**config.mk**
```make
export PLATFORM = sky130hd
export DESIGN_NAME = br_fifo_shared_pop_credit_receiver
export DESIGN_NICKNAME = d
export VERILOG_FILES = /design/src/rtl/br_fifo_shared_pop_credit_receiver.sv
export SDC_FILE = /design/constraint.sdc
export NUM_CORES = 1
export LEC_CHECK = 0
export BUFFER_PORTS_ARGS = -buffer_cell sky130_fd_sc_hd__buf_2
export CAP_MARGIN = 15
export CORE_MARGIN = 3
export CORE_UTILIZATION = 53
export CTS_CLUSTER_DIAMETER = 30
export CTS_CLUSTER_SIZE = 16
export DETAILED_ROUTE_END_ITERATION = 7
export PLACE_DENSITY_LB_ADDON = 0.08
export SETUP_SLACK_MARGIN = 0.5
export SLEW_MARGIN = 40
export SYNTH_ARGS = -nofsm -noshare
export SYNTH_HDL_FRONTEND = slang
export SYNTH_SLANG_ARGS = --single-unit
```
**constraint.sdc**
```tcl
create_clock -name clk -period 2 [get_ports clk]
set_input_delay 0.2 -clock clk [delete_from_list [all_inputs] [get_ports clk]]
set_output_delay 0.2 -clock clk [all_outputs]
set_load 0.02 [all_outputs]
```
**src/rtl/br_fifo_shared_pop_credit_receiver.sv**
```systemverilog
// Credit-loop receiver: demultiplexes popped entries by FIFO ID into per-FIFO
// staging buffers and returns one pop_credit per dequeued entry.

module br_fifo_shared_pop_credit_receiver_checker #(
    parameter int NumReadPorts = 1,
    parameter int NumFifos     = 2,
    parameter int Width        = 8,
    parameter int BufferDepth  = 2,
    parameter int FifoIdWidth  = 1,
    parameter int CountWidth   = 2
) (
    input logic                                     clk,
    input logic                                     rst,
    input logic                                     pop_sender_in_reset,
    input logic [NumReadPorts-1:0]                  pop_valid,
    input logic [NumReadPorts-1:0][FifoIdWidth-1:0] pop_fifo_id,
    input logic [NumFifos-1:0]                      enq,
    input logic [NumFifos-1:0]                      deq,
    input logic [NumFifos-1:0]                      out_valid,
    input logic [NumFifos-1:0]                      out_ready,
    input logic [NumFifos-1:0][Width-1:0]           out_data,
    input logic [NumFifos-1:0][CountWidth-1:0]      occupancy
);
    logic [NumFifos-1:0]            multi_hit_s;
    logic [NumFifos-1:0]            hold_r;
    logic [NumFifos-1:0][Width-1:0] data_r;

    // Flags any FIFO targeted by two read ports in the same cycle.
    always_comb begin
        multi_hit_s = '0;
        for (int f = 0; f < NumFifos; f++) begin
            for (int p = 0; p < NumReadPorts; p++) begin
                for (int q = p + 1; q < NumReadPorts; q++) begin
                    multi_hit_s[f] = multi_hit_s[f] | (pop_valid[p] & pop_valid[q] &
                        (pop_fifo_id[p] == FifoIdWidth'(f)) & (pop_fifo_id[q] == FifoIdWidth'(f)));
                end
            end
        end
    end

    // Remembers which heads were stalled so their data can be checked next cycle.
    always_ff @(posedge clk) begin
        if (!rst || pop_sender_in_reset) begin
            hold_r <= '0;
        end else begin
            hold_r <= out_valid & ~out_ready;
        end
        data_r <= out_data;
    end

    // Structural invariants of the staging buffers.
    always_ff @(posedge clk) begin
        if (rst && !pop_sender_in_reset) begin
            for (int f = 0; f < NumFifos; f++) begin
                assert (!multi_hit_s[f]);
                assert (!(enq[f] && (occupancy[f] == CountWidth'(BufferDepth)) && !deq[f]));
                assert (occupancy[f] <= CountWidth'(BufferDepth));
                assert (out_valid[f] == (occupancy[f] != '0));
                if (hold_r[f]) begin
                    assert (out_data[f] == data_r[f]);
                end
            end
        end
    end
endmodule

module br_fifo_shared_pop_credit_receiver #(
    parameter int NumReadPorts      = 1,
    parameter int NumFifos          = 2,
    parameter int Width             = 8,
    parameter int BufferDepth       = 2,
    parameter int RegisterPopCredit = 1,
    localparam int FifoIdWidth      = (NumFifos > 1) ? $clog2(NumFifos) : 1,
    localparam int CountWidth       = $clog2(BufferDepth + 1)
) (
    input  logic                                     clk,
    input  logic                                     rst,
    input  logic                                     pop_sender_in_reset,
    output logic                                     pop_receiver_in_reset,
    output logic [NumFifos-1:0]                      pop_credit,
    input  logic [NumReadPorts-1:0]                  pop_valid,
    input  logic [NumReadPorts-1:0][FifoIdWidth-1:0] pop_fifo_id,
    input  logic [NumReadPorts-1:0][Width-1:0]       pop_data,
    output logic [NumFifos-1:0]                      out_valid,
    input  logic [NumFifos-1:0]                      out_ready,
    output logic [NumFifos-1:0][Width-1:0]           out_data,
    output logic [NumFifos-1:0][CountWidth-1:0]      occupancy
);
    localparam int PtrWidth = (BufferDepth > 1) ? $clog2(BufferDepth) : 1;

    function automatic logic [PtrWidth-1:0] ptr_inc(input logic [PtrWidth-1:0] ptr);
        // Explicit wrap keeps non-power-of-2 depths inside the buffer.
        if (ptr == PtrWidth'(BufferDepth - 1)) begin
            ptr_inc = '0;
        end else begin
            ptr_inc = ptr + PtrWidth'(1);
        end
    endfunction

    logic [NumFifos-1:0]                              enq_s;
    logic [NumFifos-1:0]                              acc_s;
    logic [NumFifos-1:0]                              deq_s;
    logic [NumFifos-1:0]                              valid_nxt_s;
    logic [NumFifos-1:0][Width-1:0]                   wdata_s;
    logic [NumFifos-1:0][CountWidth-1:0]              occ_nxt_s;
    logic [NumFifos-1:0][CountWidth-1:0]              occ_r;
    logic [NumFifos-1:0]                              valid_r;
    logic [NumFifos-1:0][PtrWidth-1:0]                wr_ptr_r;
    logic [NumFifos-1:0][PtrWidth-1:0]                rd_ptr_r;
    logic [NumFifos-1:0][BufferDepth-1:0][Width-1:0]  mem_r;

    assign pop_receiver_in_reset = ~rst;
    assign out_valid             = valid_r;
    assign occupancy             = occ_r;
    assign deq_s = valid_r & out_ready & {NumFifos{rst & ~pop_sender_in_reset}};

    // Routes each valid read port to the FIFO named by its ID.
    always_comb begin
        enq_s   = '0;
        wdata_s = '0;
        for (int f = 0; f < NumFifos; f++) begin
            for (int p = 0; p < NumReadPorts; p++) begin
                enq_s[f]   = enq_s[f] | (pop_valid[p] & ~pop_sender_in_reset &
                                         (pop_fifo_id[p] == FifoIdWidth'(f)));
                wdata_s[f] = (pop_valid[p] && (pop_fifo_id[p] == FifoIdWidth'(f))) ?
                             pop_data[p] : wdata_s[f];
            end
        end
    end

    // Next occupancy; an enqueue into a full buffer is accepted only alongside a dequeue.
    always_comb begin
        acc_s       = '0;
        occ_nxt_s   = occ_r;
        valid_nxt_s = '0;
        for (int f = 0; f < NumFifos; f++) begin
            acc_s[f] = enq_s[f] & ((occ_r[f] != CountWidth'(BufferDepth)) | deq_s[f]);
            case ({acc_s[f], deq_s[f]})
                2'b10:   occ_nxt_s[f] = occ_r[f] + CountWidth'(1);
                2'b01:   occ_nxt_s[f] = occ_r[f] - CountWidth'(1);
                default: occ_nxt_s[f] = occ_r[f];
            endcase
            valid_nxt_s[f] = (occ_nxt_s[f] != '0);
        end
    end

    // Buffer control state; both resets flush every buffer.
    always_ff @(posedge clk) begin
        if (!rst || pop_sender_in_reset) begin
            occ_r    <= '0;
            valid_r  <= '0;
            wr_ptr_r <= '0;
            rd_ptr_r <= '0;
        end else begin
            occ_r   <= occ_nxt_s;
            valid_r <= valid_nxt_s;
            for (int f = 0; f < NumFifos; f++) begin
                if (acc_s[f]) begin
                    wr_ptr_r[f] <= ptr_inc(wr_ptr_r[f]);
                end
                if (deq_s[f]) begin
                    rd_ptr_r[f] <= ptr_inc(rd_ptr_r[f]);
                end
            end
        end
    end

    // Entry storage; contents need no reset because occupancy gates visibility.
    always_ff @(posedge clk) begin
        for (int f = 0; f < NumFifos; f++) begin
            if (acc_s[f]) begin
                mem_r[f][wr_ptr_r[f]] <= wdata_s[f];
            end
        end
    end

    // Head of each buffer.
    always_comb begin
        out_data = '0;
        for (int f = 0; f < NumFifos; f++) begin
            out_data[f] = mem_r[f][rd_ptr_r[f]];
        end
    end

    if (RegisterPopCredit != 0) begin : g_credit_reg
        logic [NumFifos-1:0] credit_r;

        // One-cycle delayed credit return, cleared by either reset.
        always_ff @(posedge clk) begin
            if (!rst || pop_sender_in_reset) begin
                credit_r <= '0;
            end else begin
                credit_r <= deq_s;
            end
        end
        assign pop_credit = credit_r;
    end else begin : g_credit_comb
        assign pop_credit = deq_s;
    end

    br_fifo_shared_pop_credit_receiver_checker #(
        .NumReadPorts (NumReadPorts),
        .NumFifos     (NumFifos),
        .Width        (Width),
        .BufferDepth  (BufferDepth),
        .FifoIdWidth  (FifoIdWidth),
        .CountWidth   (CountWidth)
    ) u_checker (
        .clk                 (clk),
        .rst                 (rst),
        .pop_sender_in_reset (pop_sender_in_reset),
        .pop_valid           (pop_valid),
        .pop_fifo_id         (pop_fifo_id),
        .enq                 (enq_s),
        .deq                 (deq_s),
        .out_valid           (out_valid),
        .out_ready           (out_ready),
        .out_data            (out_data),
        .occupancy           (occupancy)
    );
endmodule

```
======== Word level (Yosys, flattened, before mapping) ========
Cells that the tools add are included.
storage, ports and cells
  memories kept ........................... 0
  bits in writable memories ............... 0
  bits in latches ......................... 0
  register bits after elaboration ......... 44
  word-level logic and storage cells ...... 71
  bits of input ports ..................... 15
  memory bits (read-only) ................. 0
operators by class
  $lt $le $gt $ge ......................... 6
  multiplexer cells ....................... 18
  equal/unequal tests ..................... 6
  bitwise logic cells ..................... 13
  reduce and logical (&&, ||, !) cells .... 8
  shift operators ......................... 0
  $mul .................................... 0
  divide/modulo/power cells ............... 0
  $add $sub $neg .......................... 8
operators by type and width
  operator             count
  $mux 8               8
  $bwmux 16            2
  $demux 8 s1          2
  $lt 1x2->1 const B   4
  $pmux 2 s2           2
  $and 1x1->1          6
  $add 1x1->1 const B  4
  $add 2x1->2 const B  2
  $and 2x2->2          2
  $eq 2x1->1 const B   2
  $eq 2x2->1 const B   2
  $logic_and 1x1->1    4
  $mux 1               4
  $ne 2x2->1 const B   2
  $reduce_bool 2->1    2
  $sub 2x1->2 const B  2
  $not 1->1            3
  $ge 1x1->1 const B   2
  $or 1x1->1           2
  $logic_not 1->1      1
  $logic_or 1x1->1     1

======== Depth between registers and ports, before layout ========
  word-level depth ........................ 8
  mapped depth ............................ 6
  depth with buffers taken out ............ 6

======== Least setup slack after synthesis ========
OpenSTA, ideal clock, no wires.
  path kind ............................... register to register
  start point ............................. reg valid_r[1], in the netlist out_valid[1]
  end point ............................... reg occ_r (netlist bit occupancy[3])
  path buffers ............................ 0
  cell stages (with the launch flop) ...... 7
  arrival time ............................ 1.688 ns
  clock period less this slack ............ 1.759 ns
  required time ........................... 1.930 ns
  path slack .............................. 0.241 ns
  cells stage by stage .................... dfxtp_1 > nand4b_1 > a211o_1 > ha_1 > xnor2_1 > or3_1 > a21oi_1
on the way
  longest elaborated chain between the ends .. 6
  elaborated cells on any way between the ends .. 7
ends and longest elaborated chain
  what                                             line  RTL
  start: declaration                               107   logic [NumFifos-1:0] valid_r;
  start signal: assignment                         156   valid_r <= valid_nxt_s;
  $and 2x2->2 * (2 in a row)                       115   assign deq_s = valid_r & out_ready & {NumFifos{rst & ~pop_sender_in_reset}};
  $or 1x1->1                                       137   acc_s[f] = enq_s[f] & ((occ_r[f] != CountWidth'(BufferDepth)) | deq_s[f]);
  $and 1x1->1                                      137
  $eq 2x1->1 / $eq 2x2->1 (equally long branches)  138   case ({acc_s[f], deq_s[f]})
  $pmux 2 s2 *                                     138
  end signal: assignment                           155   occ_r <= occ_nxt_s;
  end: declaration                                 106   logic [NumFifos-1:0][CountWidth-1:0] occ_r;
Mark *: on every way between the ends. The rest lies on a longest branch, timed or not.
A chain may end at the register's enable or synchronous reset.

======== Worst setup path after layout ========
Same ends and word-level chain as after synthesis.

==> flow_results.org <==
** Run status
- The run finished with clean final reports.

** Min path
- Worst hold path cell count :: 2
- Min-delay worst type :: input pin to flip-flop
- The startpoint identified for the worst hold timing path is out_ready[0].
- Hold path endpoint :: pop_credit[0]

** Placed design
- Input and output buffers added on the ports amount to 39.
- At the end of routability-driven placement, the weighted congestion stood at 0.7117.
- The wire-length estimate of the detail-placed layout is 2291 um.
- Worst Setup Slack post-DPL :: 0.1731 ns

** Synth
- Summed over its instances, the top area cell type makes up 51.61% of the synthesized netlist area.
- Fraction of registers with async set/reset :: 0%
- Total nets after synthesis :: 156
- Post-synthesis sequential element count :: 44
- Leading post-synthesis cells by cell area :: sky130_fd_sc_hd__edfxtp_1 52%, sky130_fd_sc_hd__dfxtp_1 13%, sky130_fd_sc_hd__mux2_2 9.7%
- Proportion of synthesized chip area in sequential cells :: 64.52%
- Counting flops with a built-in enable in the synthesized netlist gives 32.
- The number of different library cells used by synthesis comes to 28.
- Cell taking the most area after synthesis :: sky130_fd_sc_hd__edfxtp_1
- Netlist Area Pre-Place :: 1862 um^2
- The Yosys step of the flow raised 0 warnings.
- Post-Syn Area per Cell :: 13.39 um^2
- Ys flop type :: sky130_fd_sc_hd__edfxtp_1
- Gate Count Post-Synth :: 139

** GRT
- In the global route stage, overall resource usage came out at 19.80%.
- Via count of the first global-routing pass :: 1,346
- Maximum number of pins on one net before global-route repair :: 14
- The number of antenna violations at the first check in global routing was 0.
- Global-route wire length before repair :: 6313 um
- Grt total ovfl :: 0

** Timing
- The worst path meets setup with 0.3064 ns of slack.
- Worst Tran Pin Value :: 0.3489 ns
- Number of failing hold endpoints at the final stage :: 0
- Hold timing on the final database bottoms out at a slack of 0.1509 ns.
- For the final routed database, the setup TNS stands at 0 ns.
- Unrepaired setup endpoints after global routing :: true
- Maximum operating frequency :: 590.4 MHz
- The worst path in the final design needs a cycle of 1.694 ns, including I/O delays and setup.
- Slew margin rel. :: 76.74%
- Final slew viol count :: 0
- Worst Skew :: 0.005255 ns
- Number of endpoints failing setup at the final stage :: 0
- Final worst-path cycle share :: 84.68%

** Die
- The die is 65.27 um wide.
- Std cell rows :: 20
- Area of the die :: 4260 um^2
- Core region area :: 3203 um^2
- Once the floorplan was initialized, standard cells occupied 58.13% of the core.
- Number of primary I/O pins :: 40
- Y dimension of the die :: 65.27 um

** Finish
- For this run, the post-layout net count is 221.
- Number of filler cells placed in the layout :: 203
- Synth-to-layout area growth :: 40.73%
- Diode count :: 0
- Cells with a size suffix above 1 make up 52.68% of the layout.

** Routing
- Sum of routed wire length over all layers :: 4005 um
- Dividing the detail-routed wire length by the instance count gives 16.08 um.
- Antenna-violating nets left :: 0
- Detailed routing inserted a total of 1,304 vias.
- After detailed routing, the number of remaining DRC violations is 0.
- In this run, the number of DRC markers left after iteration 0 of detailed routing was 32.
- Detail-routed via count per cell :: 5.237
- The first detailed-routing pass took 4 iterations.

** Power
- Leakage power total :: 1.073 nW
- Internal Dissipation :: 1.320 mW
- Combinational logic is responsible for 9.2% of the overall power.
- Fraction of power spent switching nets :: 21.22%
- VDD sags by at most 489.9 uV.
- Dividing total power by cell area gives a power density of 639.3 nW/um^2.
- The analysis attributes to net switching a power of 0.3554 mW.
- Sequential cells burn 59.2% of the power.
- Share of total power in the clock network :: 31.6%

** Worst setup path
- In this run the register-to-register setup slack is 0.31 ns.
- Kind of capture point of the worst setup path :: flip-flop
- Reg-to-reg critical path startpoint :: out_valid[1]
- The worst setup path is launched from a flip-flop.
- In this design, the stage delay of the slowest critical-path cell is 0.37 ns.
- Endpoint of the lowest-slack register-to-register path :: occupancy[3]
- Arrival time worst endpoint :: 1.98 ns
- The critical path goes through nand4b_1 -> a211o_1 -> ha_4 -> xnor2_4 -> or3_4 -> a21oi_2.
- Of all nets on the critical path, the largest fanout is 2.
- Counting cells, the worst reg-to-reg path comes to 6.
- Critical path required time :: 2.28 ns
- Max stage delay cell, worst path :: sky130_fd_sc_hd__a211o_1
- Critical path type :: flip-flop to flip-flop

** Clock tree
- Clock tree from TritonCTS :: built
- Max Buffers Root-to-Sink :: 2
- Clock latency on the worst-skew pair, taken at its later pin, is 0.35 ns.
- Clock tree synthesis selected as its root buffer the cell sky130_fd_sc_hd__clkbuf_4.
- Number of CTS-inserted buffers :: 5
- Clock-pin slew was measured on the worst setup and hold paths at 0.12 ns.
- In this run the number of H-tree levels came out at 2.
- The clock drives 44 sinks.

** Run
- Max Cap Viol :: 0
## synth_stat cells, types with 5 or more instances
master	count
sky130_fd_sc_hd__a21oi_1	5
sky130_fd_sc_hd__nand2_1	7
sky130_fd_sc_hd__edfxtp_1	32
sky130_fd_sc_hd__mux2_2	16
sky130_fd_sc_hd__dfxtp_1	12
sky130_fd_sc_hd__and3_1	8
sky130_fd_sc_hd__nor2b_1	7
sky130_fd_sc_hd__and2_1	8
sky130_fd_sc_hd__inv_1	9
sky130_fd_sc_hd__nor2_1	6
## per-stage QoR
stage                     power, mW  area, um^2  instances  utilization, %
after floorplan               1.085        1901        139               -
after global placement        1.130        2160        222           67.42
after detailed placement      1.133        2160        222           67.42
after CTS                     1.657        2414        244           75.35
after global routing          1.752        2620        249           81.80
final                         1.675        2620        249           81.80
## power groups by stage
stage / combinational, mW / clock [mW] / sequential (mW)
final: 0.155 / 0.529 / 0.992
after global routing: 0.167 / 0.591 / 0.994
after CTS: 0.130 / 0.536 / 0.991
after detailed placement: 0.117 / 0 / 1.02
after global placement: 0.114 / 0 / 1.02
after floorplan: 0.0685 / 0 / 1.02
## placed cells by master (no fill, tap or decap), drive strengths merged, types with 5 or more instances in the layout
master  count
buf        61
edfxtp     32
mux2       16
dfxtp      12
inv         9
and2        8
and3        8
nand2       7
nor2b       7
clkbuf      6
nor2        6
a21oi       5
## registers in the layout (all words and copies together), names as in the netlist
signal,count
wr_ptr_r,2
out_valid,2
mem_r,32
occupancy,4
rd_ptr_r,2
pop_credit,2
## how the worst max path moves through the flow
stage	startpoint	end	slack [ns]	cells past startpoint
after global placement	pop_sender_in_reset	out_valid[0]	0.25	7
after global routing	out_valid[1]	occupancy[3]	0.25	6
after detailed placement	pop_sender_in_reset	out_valid[0]	0.17	7
after CTS	out_valid[0]	occupancy[1]	0.34	5
after floorplan	out_valid[0]	out_valid[0]	0.29	6
final	out_valid[1]	occupancy[3]	0.31	6
## layer usage
metal	part of all wire, %	vias to the layer above	global-route usage, %
li1	-	635	-
met1	40	617	23.01
met2	52	41	34.13
met3	5.2	11	5.470
met4	2.1	0	8.549
met5	0	-	0
## cells by family (layout without fill, tap and decap cells)
family,count (synthesis),count (layout),share of synthesized area (%)
AOI/OAI and AO/OA,14,14,5.107
muxes,18,18,10.75
adders and majority gates,2,2,1.344
and+or+nand+nor,45,45,13.84
buffers and inverters,12,78,2.553
xor gates and xnor gates,4,4,1.882
DFF,44,44,64.52
## worst max-delay path: cells and delay by family (launching register included)
family	cells	cell delay, ns
compound gates	2	0.50
fa+ha+maj	1	0.20
xor+xnor	1	0.13
flops	1	0.36
simple gates	2	0.46
## final cells by class
class                   count  area, um^2  area share [%]
well taps                  44       55.05           2.101
flip-flops and latches     44        1222           46.66
clock buffers               6       41.29           1.576
repair buffers             61       455.4           17.38
multi-input cells          83       777.0           29.66
clock inverters             2       35.03           1.337
inverters                   9       33.78           1.289
## repair_timing
action | CTS | global route
gates resized for setup | 23 | 45
setup buffers | 14 | 5
hold buffers | 0 | 0
endpoints found under the setup margin | 38 | 53
pin swaps | 6 | 5
Power figures use the tool's default switching activity.
